<file path="config.mk">
export PLATFORM = sky130hd
export DESIGN_NAME = pipe_skid_reg
export DESIGN_NICKNAME = d
export VERILOG_FILES = /design/src/rtl/pipe_pkg.sv /design/src/rtl/sat_counter.sv /design/src/rtl/pipe_skid_reg.sv
export SDC_FILE = /design/constraint.sdc
export NUM_CORES = 1
export LEC_CHECK = 0
export ABC_AREA = 1
export BUFFER_PORTS_ARGS = -buffer_cell sky130_fd_sc_hd__buf_2
export CAP_MARGIN = 40
export CORE_MARGIN = 5
export CORE_UTILIZATION = 45
export CTS_CLUSTER_DIAMETER = 200
export DETAILED_ROUTE_END_ITERATION = 6
export PLACE_DENSITY = 0.7
export SLEW_MARGIN = 40
export SYNTH_ARGS = -nofsm -noshare
export SYNTH_HDL_FRONTEND = slang
export SYNTH_SLANG_ARGS = --single-unit
</file>
<file path="constraint.sdc">
create_clock -name clk -period 3.6 [get_ports clk]
set_input_delay 0.36 -clock clk [delete_from_list [all_inputs] [get_ports clk]]
set_output_delay 0.36 -clock clk [all_outputs]
set_load 0.05 [all_outputs]
</file>
<file path="src/rtl/pipe_pkg.sv">
// Shared definitions for the pipeline register stage.
// The stage state encoding is reused by anything that inspects the stage.
package pipe_pkg;

   typedef enum logic [1:0] {
      EMPTY    = 2'd0,
      FULL     = 2'd1,
      SKIDFULL = 2'd2
   } pipe_state_t;

endpackage

</file>
<file path="src/rtl/sat_counter.sv">
// Saturating up-counter with asynchronous active-high reset.
// Holds at all-ones once reached.
module sat_counter #(
   parameter int CNT_W = 32
) (
   input  logic             clk,
   input  logic             rst,
   input  logic             en,
   output logic [CNT_W-1:0] cnt
);

   logic [CNT_W-1:0] cnt_reg;

   always_ff @(posedge clk or posedge rst) begin
      if (rst) begin
         cnt_reg <= '0;
      end else if (en && (cnt_reg != {CNT_W{1'b1}})) begin
         cnt_reg <= cnt_reg + 1'b1;
      end
   end

   assign cnt = cnt_reg;

endmodule

</file>
<file path="src/rtl/pipe_skid_reg.sv">
// Pipeline register stage: two-entry skid buffer (SKID=1) or single-entry
// stage (SKID=0), with global enable, flush and a back-pressure counter.
module pipe_skid_reg
   import pipe_pkg::*;
#(
   parameter int               WIDTH     = 32,
   parameter logic [WIDTH-1:0] RESET_VAL = '0,
   parameter int               SKID      = 1,
   parameter int               CNT_W     = 32
) (
   input  logic             clk,
   input  logic             rst,
   input  logic             ce,
   input  logic             flush,
   input  logic             in_valid,
   input  logic [WIDTH-1:0] in_data,
   output logic             in_ready,
   output logic             out_valid,
   output logic [WIDTH-1:0] out_data,
   input  logic             out_ready,
   output logic [CNT_W-1:0] stall_cnt
);

   pipe_state_t      state_reg, state_next;
   logic [WIDTH-1:0] main_reg, main_next;
   logic [WIDTH-1:0] skid_reg, skid_next;
   logic             accept, consume, stall_en;

   assign out_valid = (state_reg != EMPTY);
   assign out_data  = main_reg;

   // in_ready is held low during reset so no handshake completes then.
   generate
      if (SKID != 0) begin : g_skid
         assign in_ready = (state_reg != SKIDFULL) & ce & ~flush & ~rst;
      end else begin : g_noskid
         assign in_ready = (~out_valid | out_ready) & ce & ~flush & ~rst;
      end
   endgenerate

   assign accept   = in_valid & in_ready & ce;
   assign consume  = out_valid & out_ready & ce;
   assign stall_en = out_valid & ~out_ready & ce & ~flush;

   always_comb begin
      state_next = state_reg;
      main_next  = main_reg;
      skid_next  = skid_reg;
      case (state_reg)
         EMPTY: begin
            if (accept) begin
               main_next  = in_data;
               state_next = FULL;
            end
         end
         FULL: begin
            if (accept && consume) begin
               main_next = in_data;
            end else if (accept) begin
               if (SKID != 0) begin
                  skid_next  = in_data;
                  state_next = SKIDFULL;
               end
            end else if (consume) begin
               state_next = EMPTY;
            end
         end
         SKIDFULL: begin
            if (consume) begin
               main_next  = skid_reg;
               state_next = FULL;
            end
         end
         default: state_next = EMPTY;
      endcase
      // Flush drops entries but leaves the data registers untouched.
      if (flush) begin
         state_next = EMPTY;
         main_next  = main_reg;
         skid_next  = skid_reg;
      end
   end

   always_ff @(posedge clk or posedge rst) begin
      if (rst) begin
         state_reg <= EMPTY;
         main_reg  <= RESET_VAL;
         skid_reg  <= RESET_VAL;
      end else begin
         state_reg <= state_next;
         main_reg  <= main_next;
         skid_reg  <= skid_next;
      end
   end

   sat_counter #(
      .CNT_W (CNT_W)
   ) u_stall_cnt (
      .clk (clk),
      .rst (rst),
      .en  (stall_en),
      .cnt (stall_cnt)
   );

endmodule

</file>
==> key figures <==
Outcome
  • Status: finished, final reports clean

Floorplan
  • Row count: 39
  • Die width: 118 um
  • Die Ht: around 120 um
  • Ports: 104
  • Die area: 13800 um2
  • Initial core utilization: 0.458
  • Core ar.: 11400 um2

Global route
  • Met1 usage: 0.235
  • Total GRT Usage: 0.189
  • Vias in the first global route: roughly 4.6k
  • First-pass GRT wire length: ~22 mm
  • Initial antenna violation count: 1
  • GR peak layer: met2
  • GR Util met2: 0.303
  • Grt met3 use: 0.0562
  • GR Overflow Total: 0
  • Largest net degree at the start of global routing: between 60 and 70

Yosys
  • Simple-gate portion of the synthesized area: 0.353
  • Post-synthesis mux area share: 0
  • Compound-Gate Fraction of Synth Area: 0.0689
  • Synth warnings: 0
  • Largest family of logic cells by synthesized area: simple AND/OR/NAND/NOR gates
  • Yosys reg bits: between 90 and 100
  • Syn_area_per_cell: ~7.1 um2
  • Syn Inst Count: 736
  • Syn nets: a little under 800
  • Post-Synth Adder-Cell Area: 0.00240
  • Cell variety after synth: 24
  • Post-synthesis sequential area ratio: 0.471
  • Post-Syn Area: between 5000 and 6000 um2
  • Post-Synth XOR/XNOR Area: 0.0219

Drt
  • Routed length per instance: roughly 13 um
  • Routed wire length: 12.8 mm
  • First DRT Iteration DRCs: around 320
  • Total number of vias: 4768
  • Antenna Nets Post-Route: 0
  • Via/cell ratio: 4.89
  • Pre-antenna DRT Iters: 5
  • Drc violations: 0

Final layout
  • Ant diodes: 0
  • Area growth from synthesis to layout: 16.8%
  • Sequential cell area: between 2000 and 2500 um2
  • Finished Layout Cells: roughly 980
  • Share of cells above drive strength 1: 0.170
  • Multi-input gate area: ~2300 um2
  • Fill count: roughly 1.1k
  • Nets: 867
  • Most common cell after layout, fill and taps aside: nand2_1
  • Most frequent cells in the layout: nand2_1, buf_2, dfrtp_1, nor2_1, inv_1

Power and ir drop
  • PD cells: between 600 and 700 nW/um2
  • Leakage power: around 3.3 nW
  • Peak VDD IR: 0.000357 V

Setup path
  • CP startpoint kind: flop
  • Worst path cell trace: nor2_4, inv_4, nand3_2, o21ai_2, buf_4, nand2_2, nand2_1, nand2_1
  • Cells on worst reg2reg path: 8
  • CP Capture Type: flop
  • CP Data Required Time: approximately 3.8 ns
  • Worst setup path class: flop to flop
  • Slowest-stage cell, CP: dfrtp_1
  • Crit-path leading delay family: simple AND/OR/NAND/NOR gates
  • Crit path buf inv count: 2
  • Most frequent cell on the critical path: nand2_1
  • Data arrival, critical path: 2.78 ns
  • Slowest stage delay, CP: 0.51 ns
  • CP Depth: 8
  • Critical Path Fanout Max: 63

CTS
  • TritonCTS Sinks: 98
  • Clock-pin slew on the worst setup and hold paths: 0.08 ns
  • PostCTS Resize Cnt: 0
  • CTS max path bufs: 2
  • Clk Latency, worst-skew pair: between 0.3 and 0.4 ns
  • CTS root buffer: clkbuf_16
  • CTS tree: built
  • Post-CTS setup buffer count: 0
  • H-tree levels: 3
  • CTS buffer count: 9
  • CTS Hold Bufs: 0

Timing
  • Final Cycle Share: 0.705
  • Fin worst setup slack: around 1.1 ns
  • Slew headroom: 0.545
  • Setup violations, final: 0
  • Minimum clock period: roughly 2.5 ns
  • Max Slew Vio Count: 0
  • RSZ-0062 raised after global routing: false
  • Worst Skew: approximately 0.011 ns
  • F_max: slightly below 0.4 GHz
  • Final Hold Fails: 0
  • Slew @ Worst Pin: between 0.6 and 0.7 ns
  • Final TNS setup: 0 ns

Placed design
  • IO Port Bufs: around 100
  • Placed instance count: 960
  • Hpwl dp: 8.89 mm
  • GPL Wtd Cong: between 0.9 and 1
  • DP Worst Slack: roughly 1.1 ns

Job
  • Max Cap Viol: 0

Hold path
  • Hold WC Path Type: input pin to asynchronous set/reset pin
[Yosys cell counts]
master    number  area share
inv_1         61       0.044
nand2_1      306        0.22
nand2_2        3      0.0036
a21oi_1       32       0.031
nand3_2        1      0.0019
nand3_1       52       0.050
nor2_4         1      0.0022
buf_6          7       0.015
xor2_1         8       0.013
clkbuf_1       7      0.0050
nand3b_1       1      0.0014
ha_1           1      0.0024
o21ai_2        1      0.0017
xnor2_1        5      0.0084
dfrtp_1       98        0.47
inv_4          1      0.0012
o21ai_0       38       0.037
buf_4          5      0.0072
buf_2          9      0.0086
inv_2          3      0.0022
nor2_2         5      0.0060
nor3_1         1     0.00096
nor2_1        87       0.063
nand4_1        3      0.0036
[cells by family (layout without fill, tap and decap cells)]
group / Yosys count / in the layout
simple gates: 460 / 460
flops: 98 / 98
xor+xnor: 13 / 13
fa+ha+maj: 1 / 1
compound gates: 71 / 71
buf+inv: 93 / 190
[power by group]
group          internal [mW]  total (mW)  switching [mW]
registers               1.37        1.52           0.147
clock network          0.574        1.04           0.465
logic                  0.269        1.19           0.916
[routing by layer]
layer | up-vias | share of wire | routed length (um)
li1 | 2456 | - | -
met1 | 2175 | 0.44 | 5650
met2 | 113 | 0.47 | 5990
met3 | 22 | 0.066 | 849
met4 | 2 | 0.022 | 276
met5 | - | 0.0010 | 13
[cell type report]
type / instances / area share
inverter: 65 / 0.0411
tap: 143 / 0.0294
timing repair buffer: 109 / 0.0921
sequential: 98 / 0.403
clock inverter: 6 / 0.0129
clock buffer: 10 / 0.0393
multi-input combinational: 545 / 0.382
[per-stage QoR]
step	hold WS, ns	area [um2]	total power, mW	utilization
floorplan	0.453	5210	2.43	-
global placement	0.454	5770	2.72	0.507
detailed placement	0.454	5770	2.73	0.507
CTS	0.217	6090	3.79	0.535
global route	0.250	6090	3.94	0.535
finish	0.203	6090	3.74	0.535
[path summary, 6_finish.rpt]
kind	from	endpoint	slack, ns
setup / recovery	state_reg[0]	out_data[7]	1.06
hold / removal	rst	u_stall_cnt.cnt[16]	0.20
setup reg to reg	state_reg[0]	out_data[7]	1.06
hold reg to reg	out_data[0]	out_data[0]	0.47
max in group asynchronous	rst	out_data[8]	2.29
min in group clk	in_data[12]	skid_reg[12]	0.26
[worst register-to-register path, delay by kind of cell, from the launching register on]
kind / cells / cell delay (ns)
AND/OR/NAND/NOR: 5 / 1.05
flip-flops: 1 / 0.51
AO/OA/AOI/OAI: 1 / 0.12
buffers and inverters: 2 / 0.74
(Power assumes the default switching activity.)
